<file path="config.mk">
export PLATFORM = sky130hd
export DESIGN_NAME = axis_ema_sched
export DESIGN_NICKNAME = d
export VERILOG_FILES = /design/src/rtl/axis_ema_pkg.sv /design/src/rtl/axis_ema_sched_rr_arbiter.sv /design/src/rtl/axis_ema_sched.sv
export SDC_FILE = /design/constraint.sdc
export NUM_CORES = 1
export LEC_CHECK = 0
export BUFFER_PORTS_ARGS = -buffer_cell sky130_fd_sc_hd__clkbuf_2
export CAP_MARGIN = 20
export CORE_MARGIN = 10
export CORE_UTILIZATION = 50
export DETAILED_ROUTE_END_ITERATION = 6
export MAX_ROUTING_LAYER = met4
export PLACE_DENSITY = 0.84
export SLEW_MARGIN = 20
export SYNTH_ARGS = -nofsm -noshare
export SYNTH_HDL_FRONTEND = slang
export SYNTH_SLANG_ARGS = --single-unit
</file>
<file path="constraint.sdc">
create_clock -name ACLK -period 5.2 [get_ports ACLK]
set_input_delay 0.52 -clock ACLK [delete_from_list [all_inputs] [get_ports ACLK]]
set_output_delay 0.52 -clock ACLK [all_outputs]
set_load 0.005 [all_outputs]
</file>
<file path="src/rtl/axis_ema_pkg.sv">
// Shared types, constants and the EMA arithmetic for the multi-channel EMA scheduler.
package axis_ema_pkg;

    // Scheduler control states: waiting for a request, or streaming a granted packet.
    typedef enum logic {
        IDLE = 1'b0,
        BUSY = 1'b1
    } fsm_state_t;

    // Reset/clear value of every channel's filter state.
    localparam int unsigned DEFAULT_INIT_Y = 1000;

    // Widest sample the helper handles; callers zero-extend and truncate back.
    localparam int EMA_MAX_W = 64;

    // One EMA step: x/4 + y/4 + y/2 with truncating shifts.
    // Right shifts commute with zero-extension, so evaluating at 64 bits and
    // truncating gives exactly the DATA_W-bit result.
    function automatic logic [EMA_MAX_W-1:0] ema_step(
        input logic [EMA_MAX_W-1:0] x,
        input logic [EMA_MAX_W-1:0] y
    );
        return (x >> 2) + (y >> 2) + (y >> 1);
    endfunction

endpackage

</file>
<file path="src/rtl/axis_ema_sched_rr_arbiter.sv">
// Round-robin priority picker: first requesting channel at or after ptr, modulo NUM_CH.
module rr_arbiter #(
    parameter  int NUM_CH = 4,
    localparam int CH_W   = $clog2(NUM_CH)
) (
    input  logic [NUM_CH-1:0] req,
    input  logic [CH_W-1:0]   ptr,
    output logic [CH_W-1:0]   gnt_idx,
    output logic              gnt_any
);

    // w_cand[k] is the channel examined at priority k (k = 0 is highest).
    logic [CH_W-1:0] w_cand [NUM_CH];

    genvar gi;
    generate
        for (gi = 0; gi < NUM_CH; gi++) begin : g_cand
            assign w_cand[gi] = CH_W'((int'(ptr) + gi) % NUM_CH);
        end
    endgenerate

    // Scan from lowest to highest priority so the highest-priority requester lands last.
    always_comb begin
        gnt_any = 1'b0;
        gnt_idx = '0;
        for (int k = NUM_CH - 1; k >= 0; k--) begin
            if (req[w_cand[k]]) begin
                gnt_any = 1'b1;
                gnt_idx = w_cand[k];
            end
        end
    end

endmodule

</file>
<file path="src/rtl/axis_ema_sched.sv">
// Packet-granular round-robin scheduler sharing one EMA datapath among NUM_CH
// AXI-Stream channels, with per-channel filter state and a TID-tagged output stream.
module axis_ema_sched
    import axis_ema_pkg::fsm_state_t, axis_ema_pkg::ema_step,
           axis_ema_pkg::DEFAULT_INIT_Y, axis_ema_pkg::EMA_MAX_W;
#(
    parameter  int          NUM_CH = 4,
    parameter  int          DATA_W = 32,
    parameter  int unsigned INIT_Y = DEFAULT_INIT_Y,
    localparam int          CH_W   = $clog2(NUM_CH)
) (
    input  logic                     ACLK,
    input  logic                     ARESET,
    input  logic [NUM_CH*DATA_W-1:0] S_AXIS_TDATA,
    input  logic [NUM_CH*4-1:0]      S_AXIS_TKEEP,
    input  logic [NUM_CH-1:0]        S_AXIS_TLAST,
    input  logic [NUM_CH-1:0]        S_AXIS_TVALID,
    output logic [NUM_CH-1:0]        S_AXIS_TREADY,
    output logic [DATA_W-1:0]        M_AXIS_TDATA,
    output logic [3:0]               M_AXIS_TKEEP,
    output logic                     M_AXIS_TLAST,
    output logic [CH_W-1:0]          M_AXIS_TID,
    output logic                     M_AXIS_TVALID,
    input  logic                     M_AXIS_TREADY,
    input  logic [NUM_CH-1:0]        CH_CLEAR,
    output logic                     BUSY,
    output logic [CH_W-1:0]          GRANT
);

    fsm_state_t        r_state;
    fsm_state_t        w_state_next;
    logic [CH_W-1:0]   r_grant;
    logic [CH_W-1:0]   r_rr_ptr;
    logic [DATA_W-1:0] r_y [NUM_CH];

    logic [DATA_W-1:0] r_m_tdata;
    logic [3:0]        r_m_tkeep;
    logic              r_m_tlast;
    logic [CH_W-1:0]   r_m_tid;
    logic              r_m_tvalid;

    logic              w_arb_any;
    logic [CH_W-1:0]   w_arb_idx;
    logic              w_out_free;
    logic              w_busy;
    logic              w_accept;
    logic              w_last_accept;
    logic [DATA_W-1:0] w_x;
    logic [DATA_W-1:0] w_y_new;
    logic [3:0]        w_keep;
    logic              w_last;
    logic [NUM_CH-1:0] w_s_tready;

    rr_arbiter #(
        .NUM_CH (NUM_CH)
    ) u_arb (
        .req     (S_AXIS_TVALID),
        .ptr     (r_rr_ptr),
        .gnt_idx (w_arb_idx),
        .gnt_any (w_arb_any)
    );

    // The output register can take a new beat when empty or draining this cycle.
    assign w_out_free    = !r_m_tvalid || M_AXIS_TREADY;
    assign w_busy        = (r_state == axis_ema_pkg::BUSY);
    assign w_accept      = w_busy && S_AXIS_TVALID[r_grant] && w_out_free;
    assign w_x           = S_AXIS_TDATA[int'(r_grant)*DATA_W +: DATA_W];
    assign w_keep        = S_AXIS_TKEEP[int'(r_grant)*4 +: 4];
    assign w_last        = S_AXIS_TLAST[r_grant];
    assign w_last_accept = w_accept && w_last;
    assign w_y_new       = DATA_W'(ema_step(EMA_MAX_W'(w_x), EMA_MAX_W'(r_y[r_grant])));

    // Next-state logic and per-channel ready; only the granted channel may ever be ready.
    always_comb begin
        w_state_next = r_state;
        w_s_tready   = '0;
        case (r_state)
            axis_ema_pkg::IDLE: begin
                if (w_arb_any) begin
                    w_state_next = axis_ema_pkg::BUSY;
                end
            end
            axis_ema_pkg::BUSY: begin
                w_s_tready[r_grant] = w_out_free;
                if (w_last_accept) begin
                    w_state_next = axis_ema_pkg::IDLE;
                end
            end
            default: begin
                w_state_next = axis_ema_pkg::IDLE;
            end
        endcase
    end

    // FSM state, grant latch (held through IDLE) and round-robin pointer advance on packet end.
    always_ff @(posedge ACLK) begin
        if (ARESET) begin
            r_state  <= axis_ema_pkg::IDLE;
            r_grant  <= '0;
            r_rr_ptr <= '0;
        end else begin
            r_state <= w_state_next;
            if (r_state == axis_ema_pkg::IDLE && w_arb_any) begin
                r_grant <= w_arb_idx;
            end
            if (w_last_accept) begin
                r_rr_ptr <= (r_grant == CH_W'(NUM_CH - 1)) ? '0 : r_grant + 1'b1;
            end
        end
    end

    genvar gi;
    generate
        for (gi = 0; gi < NUM_CH; gi++) begin : g_y
            // Per-channel filter state; a clear overrides a same-cycle update.
            always_ff @(posedge ACLK) begin
                if (ARESET) begin
                    r_y[gi] <= DATA_W'(INIT_Y);
                end else if (CH_CLEAR[gi]) begin
                    r_y[gi] <= DATA_W'(INIT_Y);
                end else if (w_accept && r_grant == CH_W'(gi)) begin
                    r_y[gi] <= w_y_new;
                end
            end
        end
    endgenerate

    // Output register: load on accept, hold while stalled, drop valid once drained.
    always_ff @(posedge ACLK) begin
        if (ARESET) begin
            r_m_tvalid <= 1'b0;
            r_m_tdata  <= '0;
            r_m_tkeep  <= '0;
            r_m_tlast  <= 1'b0;
            r_m_tid    <= '0;
        end else if (w_accept) begin
            r_m_tvalid <= 1'b1;
            r_m_tdata  <= w_y_new;
            r_m_tkeep  <= w_keep;
            r_m_tlast  <= w_last;
            r_m_tid    <= r_grant;
        end else if (M_AXIS_TREADY) begin
            r_m_tvalid <= 1'b0;
        end
    end

    assign S_AXIS_TREADY = w_s_tready;
    assign M_AXIS_TDATA  = r_m_tdata;
    assign M_AXIS_TKEEP  = r_m_tkeep;
    assign M_AXIS_TLAST  = r_m_tlast;
    assign M_AXIS_TID    = r_m_tid;
    assign M_AXIS_TVALID = r_m_tvalid;
    assign BUSY          = w_busy;
    assign GRANT         = r_grant;

endmodule
</file>
# ---- Word level (Yosys, flattened, before mapping)
# Memory sizes are Yosys's and may differ from the RTL's. A register that Yosys moved wholly into a read port is not among the register bits.
# Cells that the tools add are included.
# W data, S select, Z words.
dict set report classes {
  eq_ne 3
  bitwise 10
  n_mux 69
  addsub 6
  order_cmp 6
  n_reduce_logical 13
  shifts 2
}
# operator n
set ops {}
lappend ops {{$mux W32} 8}
lappend ops {{$shiftx A128 B8 Y32} 1}
lappend ops {{$mux W1} 45}
lappend ops {{$add A31 B31 Y32} 1}
lappend ops {{$add A30 B30 Y31} 1}
lappend ops {{$shiftx A16 B5 Y4} 1}
lappend ops {{$lt A2 B3 Y1 const B} 5}
lappend ops {{$mux W2} 7}
lappend ops {{$bmux W1 S2} 6}
lappend ops {{$logic_and A1 B1 Y1} 9}
lappend ops {{$or A1 B1 Y1} 8}
lappend ops {{$add A2 B1 Y2 const B} 2}
lappend ops {{$add A2 B2 Y2 const B} 2}
lappend ops {{$and A4 B4 Y4} 1}
lappend ops {{$eq A2 B2 Y1 const B} 2}
lappend ops {{$mux W4} 1}
lappend ops {{$demux W1 S2} 1}
lappend ops {{$eq A2 B1 Y1 const B} 1}
lappend ops {{$ge A2 B1 Y1 const B} 1}
lappend ops {{$logic_not A2 Y1} 1}
lappend ops {{$pmux W1 S2} 1}
lappend ops {{$reduce_bool A2 Y1} 1}
lappend ops {{$logic_not A1 Y1} 1}
lappend ops {{$logic_or A1 B1 Y1} 1}
lappend ops {{$not A1 Y1} 1}
dict set report word_totals {
  wordCells 118
  out_inout_bits 47
  mem_count 1
  inputBits 159
  mem_bits_rw 128
  reg_bits 45
}
# name words width read_ports rd_ports_with_merged_regs wr line
set memory_table {}
lappend memory_table {r_y 4 32 1 1 4 axis_ema_sched.sv:34} ;# logic [DATA_W-1:0] r_y [NUM_CH];

# ---- Logic depth before layout (Yosys ltp)
# Gate-level depths: netlist of the first run.
dict set report depth {
  word_depth 10
  ltp_mapped 13
  ltp_nobuf 12
}

# ---- Modules after synthesis
# A second synthesis of the first run with hierarchy kept.
dict set report hier_totals {
  hier_cells 869
  area_unflattened_um2 10282.4
}
# module area_per_inst_um2 n_inst seq_area_each_um2 cells_each
set modules_own_cells {}
lappend modules_own_cells {axis_ema_sched 10204.8 1 4664.5 856}
lappend modules_own_cells {rr_arbiter 77.6 1 0.0 13}

# ---- Least setup slack after synthesis of the first run
# No wires, ideal clock.
dict set report synth_path {
  kind {reg-to-reg}
  from {register r_grant[0], in the netlist GRANT[0]}
  to {memory r_y[2][27], data pin}
  setup_time_ps 273
  setup_slack_ps 1036
  path_buffers 2
  period_less_slack_ps 4164
  path_stages_with_launch 12
  arrival_time_ps 3891
  t_required_ps 4927
  cell_sequence {dfxtp_1 > buf_2 > buf_2 > mux4_2 > fa_1 > fa_1 > a21o_1 > a221o_1 > nand2_1 > a31oi_1 > o21ai_0 > nor3_1}
}
# element line
set synth_rtl {}
lappend synth_rtl {{from (decl)} axis_ema_sched.sv:32} ;# logic [CH_W-1:0] r_grant;
lappend synth_rtl {{from (signal assigned)} axis_ema_sched.sv:104} ;# r_grant <= w_arb_idx;
lappend synth_rtl {{to (decl)} axis_ema_sched.sv:34}

==> results of run 1 <==
-- cells in the final DEF, fill, tap and decap left out, types with 31 or more instances in the layout --
cell type  instances
edfxtp_1         124
ha_1              34
fa_1              31
mux4_2            67
a21oi_1           69
dfxtp_1           44
nor2_1           116
nand2_1          107
clkbuf_2         197
-- cell type report --
cell class | instances | area [µm²]
Sequential cell | 171 | 4670
Clock inverter | 11 | 97.6
Clock buffer | 21 | 493
Multi-Input combinational cell | 675 | 5610
Timing Repair Buffer | 214 | 1140
Inverter | 31 | 116
Fill cell | 1721 | 8490
Tap cell | 275 | 344
-- where the power goes --
part | switching [W] | internal (W) | leakage [nW]
Sequential | 0.0000491 | 0.00155 | 1.68
Combinational | 0.00122 | 0.000716 | 3.03
Clock | 0.000577 | 0.000695 | 0.289
Total | 0.00184 | 0.00296 | 4.99
-- cell usage after synthesis (all sizes together), types with 7 or more instances --
cell    number  area [µm²]
ha          34         425
and2        15        93.8
o21ai       25         125
buf         22         118
o21a        10        75.1
nand2      109         417
inv         31         116
a211oi      10        95.1
nand3       16        80.1
nand4        8        50.1
nand3b       7        52.6
or3          8        50.1
and3         9        56.3
xnor2       11         119
nor3        31         155
nor2       116         435
dfxtp       47         941
edfxtp     124        3720
mux2i       16         173
fa          31         621
mux4        67        1510
a21oi       72         387
a21o         7        52.6
clkbuf      33         125
-- metal layers --
layer,up-vias,global-route usage,share of wire
met4,0,0.0663,0.015
li1,3826,-,-
met3,34,0.0393,0.072
met2,378,0.351,0.50
met1,4053,0.275,0.42
met5,-,-,0
-- through the flow --
step / worst slack (ns) / util / instance area (µm²) / hold slack [ns] / power [W]
final: 0.685 / 0.595 / 12500 / 0.456 / 0.00480
after global routing: 0.376 / 0.595 / 12500 / 0.472 / 0.00507
after CTS: 0.693 / 0.593 / 12400 / 0.442 / 0.00479
after detailed placement: 0.775 / 0.565 / 11800 / 0.446 / 0.00352
after global placement: 0.827 / 0.565 / 11800 / 0.443 / 0.00348
after floorplan: 1.04 / - / 10600 / 0.453 / 0.00300
-- registers in the layout (all words and copies together), names as in the netlist, 2 cells and up, named ones only --
signal        count
GRANT             2
M_AXIS_TDATA     32
M_AXIS_TID        2
M_AXIS_TKEEP      4
r_rr_ptr          2
r_y             124
-- worst max-delay path, stage by stage, from the launching register on --
cell and delay, ns:
dfxtp_2 0.61, buf_4 0.31, mux4_2 0.58, fa_1 0.51
ha_1 0.40, a21oi_1 0.27, o211ai_2 0.22, a21oi_1 0.50
o21ai_0 0.22, xnor2_1 0.50, nor2_1 0.10
-- cells by family (layout without fill, tap and decap cells) --
| family | after synthesis | in the layout | share of synthesized area |
|---|---|---|---|
| fa+ha+maj | 65 | 65 | 0.0984 |
| mux | 84 | 84 | 0.159 |
| flops | 171 | 171 | 0.439 |
| xor+xnor | 15 | 15 | 0.0145 |
| simple gates | 336 | 336 | 0.144 |
| buf+inv | 86 | 277 | 0.0338 |
| compound gates | 175 | 175 | 0.111 |
-- how the worst min path moves through the flow --
stage | from | to | slack (ns) | cells past startpoint
2_1_floorplan | M_AXIS_TDATA[13]$_SDFFE_PP0P_ | M_AXIS_TDATA[13]$_SDFFE_PP0P_ | 0.45 | 2
3_3_place_gp | M_AXIS_TLAST$_SDFFE_PP0P_ | M_AXIS_TLAST$_SDFFE_PP0P_ | 0.44 | 2
3_5_place_dp | M_AXIS_TKEEP[1]$_SDFFE_PP0P_ | M_AXIS_TKEEP[1]$_SDFFE_PP0P_ | 0.45 | 2
4_1_cts | M_AXIS_TREADY | M_AXIS_TVALID$_SDFFE_PP0P_ | 0.44 | 3
5_1_grt | ARESET | M_AXIS_TDATA[22]$_SDFFE_PP0P_ | 0.47 | 4
6_report | M_AXIS_TID[0]$_SDFFE_PP0P_ | M_AXIS_TID[0]$_SDFFE_PP0P_ | 0.46 | 2
==> parameters.txt, run 1 <==
Parameter                              Value

Place
  Placed wire-length estimate ... 21,600 µm
  Number of placed instances, taps included ... 1,363
  Port Buf Inserts ... about 200
  Final Wtd Congestion ... just over 0.9

Synthesis
  Async set-or-reset flop fraction in the synthesized netlist ... 0
  Gate count after technology mapping ... 932
  Sequential area share after synthesis ... 0.439
  Synthesized flop and latch total ... 171
  Net Count, Synth ... roughly 1,200
  Yosys warning total ... 0
  Post-synth EDFFs ... 124
  Total standard cell area after synthesis ... 10,600 µm²
  Synth cell types ... 70
  Average cell area after synthesis ... 11.4 µm²
  Dominant synthesized flop cell ... edfxtp_1

Power and ir drop
  Maximum vdd drop ... 0.000284 V
  Power density of the placed cells ... between 300 and 400 nW/µm²
  Reported leakage power ... ~5.0 nW

Clocking
  H-tree lvl count ... 4
  Clk root buf ... clkbuf_16
  Clock transition at the registers of the reported paths ... 0.07 ns
  Clock insertion delay at the later pin of the skew report ... 0.45 ns
  Number of buffers between clock root and the deepest sink ... 2
  TritonCTS clock tree ... yes
  Num Clock Sinks ... about 170
  Total of hold buffers inserted after clock tree synthesis ... 0
  Post CTS Setup Buffer Count ... 0
  TritonCTS buffer count ... 17
  Number of gates given a new drive strength after cts ... 0

Timing
  Final setup viols ... 0
  Period Utilization, post-route ... 0.868
  RSZ-0062 raised after global routing ... false
  Final-layout setup total negative slack ... 0 ns
  Clock skew ... 0.0154 ns
  Highest clock rate ... 221 MHz
  Max-slew headroom at the worst pin ... 0.222
  Number of max-slew violations in the final report ... 0
  Pin slew with the least headroom to its limit ... 1.16 ns
  Final hold viol count ... 0
  Post-layout min period ... 4.52 ns

Floorplan
  Core box area ... 21,000 µm²
  Starting density of the core ... 0.507
  Die X-Extent ... 166 µm
  Standard-cell rows ... 53
  Die Outline Area ... ~27,000 µm²
  Height of the die ... 166 µm
  Number of top-level pins ... 206

Run status
  Run status ... finished, final reports clean

Worst setup path
  End of the worst register-to-register path ... r_y[2][12]$_SDFFCE_PN0P_
  CP Data Required Time ... 5.36 ns
  CP Capture Type ... register
  Worst setup path end ... r_y[2][12]$_SDFFCE_PN0P_
  Worst-path maximum fanout ... 12
  Data arrival, critical path ... 4.67 ns
  Register-to-register setup slack ... 0.68 ns
  R2R depth ... 10
  Kind of start point of the critical path ... register
  Critical path class ... register to register

Layout
  Area growth, synth to finish ... 17.3%
  Final std cells w/o fill ... about 1,400
  Fraction of final layout cells sized beyond drive strength 1 ... 0.305
  Count of antenna diodes in the layout ... 0
  Nets ... 1,334

GRT
  Remaining Overflow, GRT ... 0
  Initial antenna violation count ... 0
  Combined global-route utilization of all metal layers ... 0.218
  First-pass GRT wire length ... about 47,000 µm
  Via count of the first global-routing pass ... 8,693
  Pin count of the biggest net entering global routing ... 44

Routing
  Number of DRC markers in iteration 0 ... 754
  Via density ... 5.93
  Number of detailed-route iterations in the first pass ... 5
  Remaining antenna violation count after routing ... 0
  Post-route DRC violation count ... 0
  Post-detailed-routing wire length ... approximately 29,000 µm
  Total via count in the routed design ... 8,291
  Routed wire per std cell ... 21.0 µm

Min path
  Worst hold-check path type ... register to register

Run
  Reported max-cap violation count ... 0
(Power assumes the default switching activity.)
==> run 2, diff against run 1 <==
PLACE_DENSITY = 0.87   (was 0.84)
clock period = 4.15 ns   (was 5.2 ns; I/O delays follow)
==> parameters.txt, run 2 (synthesized netlist as in run 1, its figures left out) <==
Parameter                              Value

Floorplan
  Die X-Extent ... 166 µm (unchanged)
  Height of the die ... 166 µm (unchanged)
  Number of top-level pins ... 206 (unchanged)
  Starting density of the core ... 0.507 (unchanged)
  Die Outline Area ... 27,500 µm² (unchanged)
  Standard-cell rows ... 53 (unchanged)
  Core box area ... 21,000 µm² (unchanged)

Layout
  Nets ... 1,363 (+2.2%)
  Fill cells ... 1,666 (-3.2%)
  Most common cell after layout, fill and taps aside ... clkbuf_2
  Post-layout util ... 0.607 (+0.0122)
  Count of antenna diodes in the layout ... 0 (unchanged)
  Area growth, synth to finish ... 19.8%
  Sequential cell area ... 4670 µm² (about the same)
  Most used cells in the layout excluding fill and tap cells ... clkbuf_2 (197), edfxtp_1 (124), nor2_1 (116)
  Number of flip-flops under the largest register name ... 124 (unchanged)
  Fraction of final layout cells sized beyond drive strength 1 ... 0.327 (+0.0218)
  Multi-input logic area ... 5660 µm² (+0.83%)
  Final design instance area without fill ... 12,700 µm² (+2.1%)
  Register ranked first by flip-flop count ... r_y

Worst setup path
  Worst setup path end ... r_y[0][29]$_SDFFCE_PN0P_
  Register-to-register setup slack ... 0.15 ns (-0.53 ns)
  R2R depth ... 10 (unchanged)
  Worst-path maximum fanout ... 6 (-6)
  Data arrival, critical path ... 4.27 ns (-0.40 ns)
  Kind of start point of the critical path ... register
  CP Data Required Time ... 4.43 ns (-0.93 ns)
  Critical path class ... register to register
  End of the worst register-to-register path ... r_y[0][29]$_SDFFCE_PN0P_
  CP Capture Type ... register

Power and ir drop
  Total power after layout ... 0.00612 W (+27%)
  Reported leakage power ... 5.13 nW (+2.7%)
  Maximum vdd drop ... 0.000350 V (+24%)
  Power density of the placed cells ... 481 nW/µm² (+25%)

Run
  Reported max-cap violation count ... 0 (unchanged)

GRT
  Combined global-route utilization of all metal layers ... 0.220 (+0.00226)
  Pin count of the biggest net entering global routing ... 44 (unchanged)
  Initial antenna violation count ... 0 (unchanged)
  Remaining Overflow, GRT ... 0 (unchanged)
  First-pass GRT wire length ... 46,900 µm (+0.10%)
  Via count of the first global-routing pass ... 8,799 (+1.2%)

Place
  Port Buf Inserts ... 197 (unchanged)
  Post-place setup slack ... 0.0642 ns (-0.710 ns)
  Post-DP Area ... 12,100 µm² (+1.9%)
  Final Wtd Congestion ... 0.959 (+3.4%)
  Placed wire-length estimate ... 22,400 µm (+3.7%)

Routing
  Total via count in the routed design ... 8,553 (+3.2%)
  Post-route DRC violation count ... 0 (unchanged)
  Number of detailed-route iterations in the first pass ... 5 (unchanged)
  Number of DRC markers in iteration 0 ... 811 (+7.6%)
  Post-detailed-routing wire length ... 30,500 µm (+4.0%)
  Via density ... 5.99 (+1.1%)
  Remaining antenna violation count after routing ... 0 (unchanged)
  Routed wire per std cell ... 21.4 µm (+1.8%)

Run status
  Run status ... finished, final reports clean

Clocking
  Num Clock Sinks ... 171 (unchanged)
  TritonCTS clock tree ... yes
  H-tree lvl count ... 4 (unchanged)
  Clock insertion delay at the later pin of the skew report ... 0.44 ns (about the same)
  TritonCTS buffer count ... 17 (unchanged)
  Number of buffers between clock root and the deepest sink ... 2 (unchanged)
  Total of hold buffers inserted after clock tree synthesis ... 0 (unchanged)
  Clk root buf ... clkbuf_16
  Clock transition at the registers of the reported paths ... 0.07 ns (about the same)

Timing
  Worst setup slack after layout ... 0.153 ns (-0.532 ns)
  Period Utilization, post-route ... 0.963 (+0.0948)
  RSZ-0062 raised after global routing ... false
  Highest clock rate ... 250 MHz (+13%)
  Pin slew with the least headroom to its limit ... 0.996 ns (-0.167 ns)
  Number of max-slew violations in the final report ... 0 (unchanged)
  Max-slew headroom at the worst pin ... 0.333 (+0.111)
  Final setup viols ... 0 (unchanged)
  Final-layout setup total negative slack ... 0 ns (unchanged)
  Post-layout min period ... 4.00 ns (-0.518 ns)
  Clock skew ... 0.0159 ns (+0.000518 ns)
  Final hold viol count ... 0 (unchanged)

Min path
  Worst hold-check path type ... input port to register
## run 2: cell count changes in the layout (fill, tap and decap cells not counted), sizes merged
cell      previous run  this run
clkinv               4         6
buf                 17        45
clkbuf             218       217
clkinvlp             1         5
inv                 37        33
## run 2: where the power goes
part           internal [W]  total (W)  switching (W)
sequential          0.00194    0.00200      0.0000563
clock              0.000801    0.00150       0.000699
combinational       0.00102    0.00262        0.00160
## run 2: worst max-delay path, stage by stage, from the launching register on
cell,delay (ns)
dfxtp_4,0.42
mux4_2,0.56
fa_1,0.51
ha_1,0.26
fa_1,0.43
a21o_1,0.24
a221o_1,0.42
a211o_1,0.35
a21oi_1,0.27
nor2_1,0.16
nor3_1,0.21
## run 2: repair_timing
action	CTS	global route
gates resized for setup	0	13
setup endpoints to repair	0	60
setup buffers	0	4
## run 2: cell type report
type | count | share of cell area
Multi-Input combinational cell | 675 | 0.445
Sequential cell | 171 | 0.367
Timing Repair Buffer | 243 | 0.109
Clock buffer | 19 | 0.0357
Tap cell | 275 | 0.0270
Inverter | 31 | 0.00914
Clock inverter | 13 | 0.00737
## run 2: routing by layer
| layer | routed length [µm] | global-route usage |
|---|---|---|
| met5 | 0 | - |
| met4 | 584 | 0.0724 |
| met3 | 2180 | 0.0424 |
| met2 | 15200 | 0.367 |
| met1 | 12500 | 0.264 |
## run 2: worst min-delay path by stage
| stage | from | endpoint | slack (ns) | cells past startpoint |
|---|---|---|---|---|
| 2_1_floorplan | M_AXIS_TDATA[13]$_SDFFE_PP0P_ | M_AXIS_TDATA[13]$_SDFFE_PP0P_ | 0.45 | 2 |
| 3_5_place_dp | M_AXIS_TKEEP[3]$_SDFFE_PP0P_ | M_AXIS_TKEEP[3]$_SDFFE_PP0P_ | 0.45 | 2 |
| 5_1_grt | ARESET | M_AXIS_TDATA[24]$_SDFFE_PP0P_ | 0.41 | 2 |
| 3_3_place_gp | M_AXIS_TLAST$_SDFFE_PP0P_ | M_AXIS_TLAST$_SDFFE_PP0P_ | 0.44 | 2 |
| 4_1_cts | M_AXIS_TREADY | M_AXIS_TVALID$_SDFFE_PP0P_ | 0.37 | 3 |
| 6_report | M_AXIS_TREADY | M_AXIS_TVALID$_SDFFE_PP0P_ | 0.39 | 3 |
## run 2: per-stage QoR
stage,hold WS [ns],cells
final,0.385,1427
after global routing,0.414,1427
after CTS,0.369,1422
after detailed placement,0.449,1390
after global placement,0.443,1390
after floorplan,0.453,932
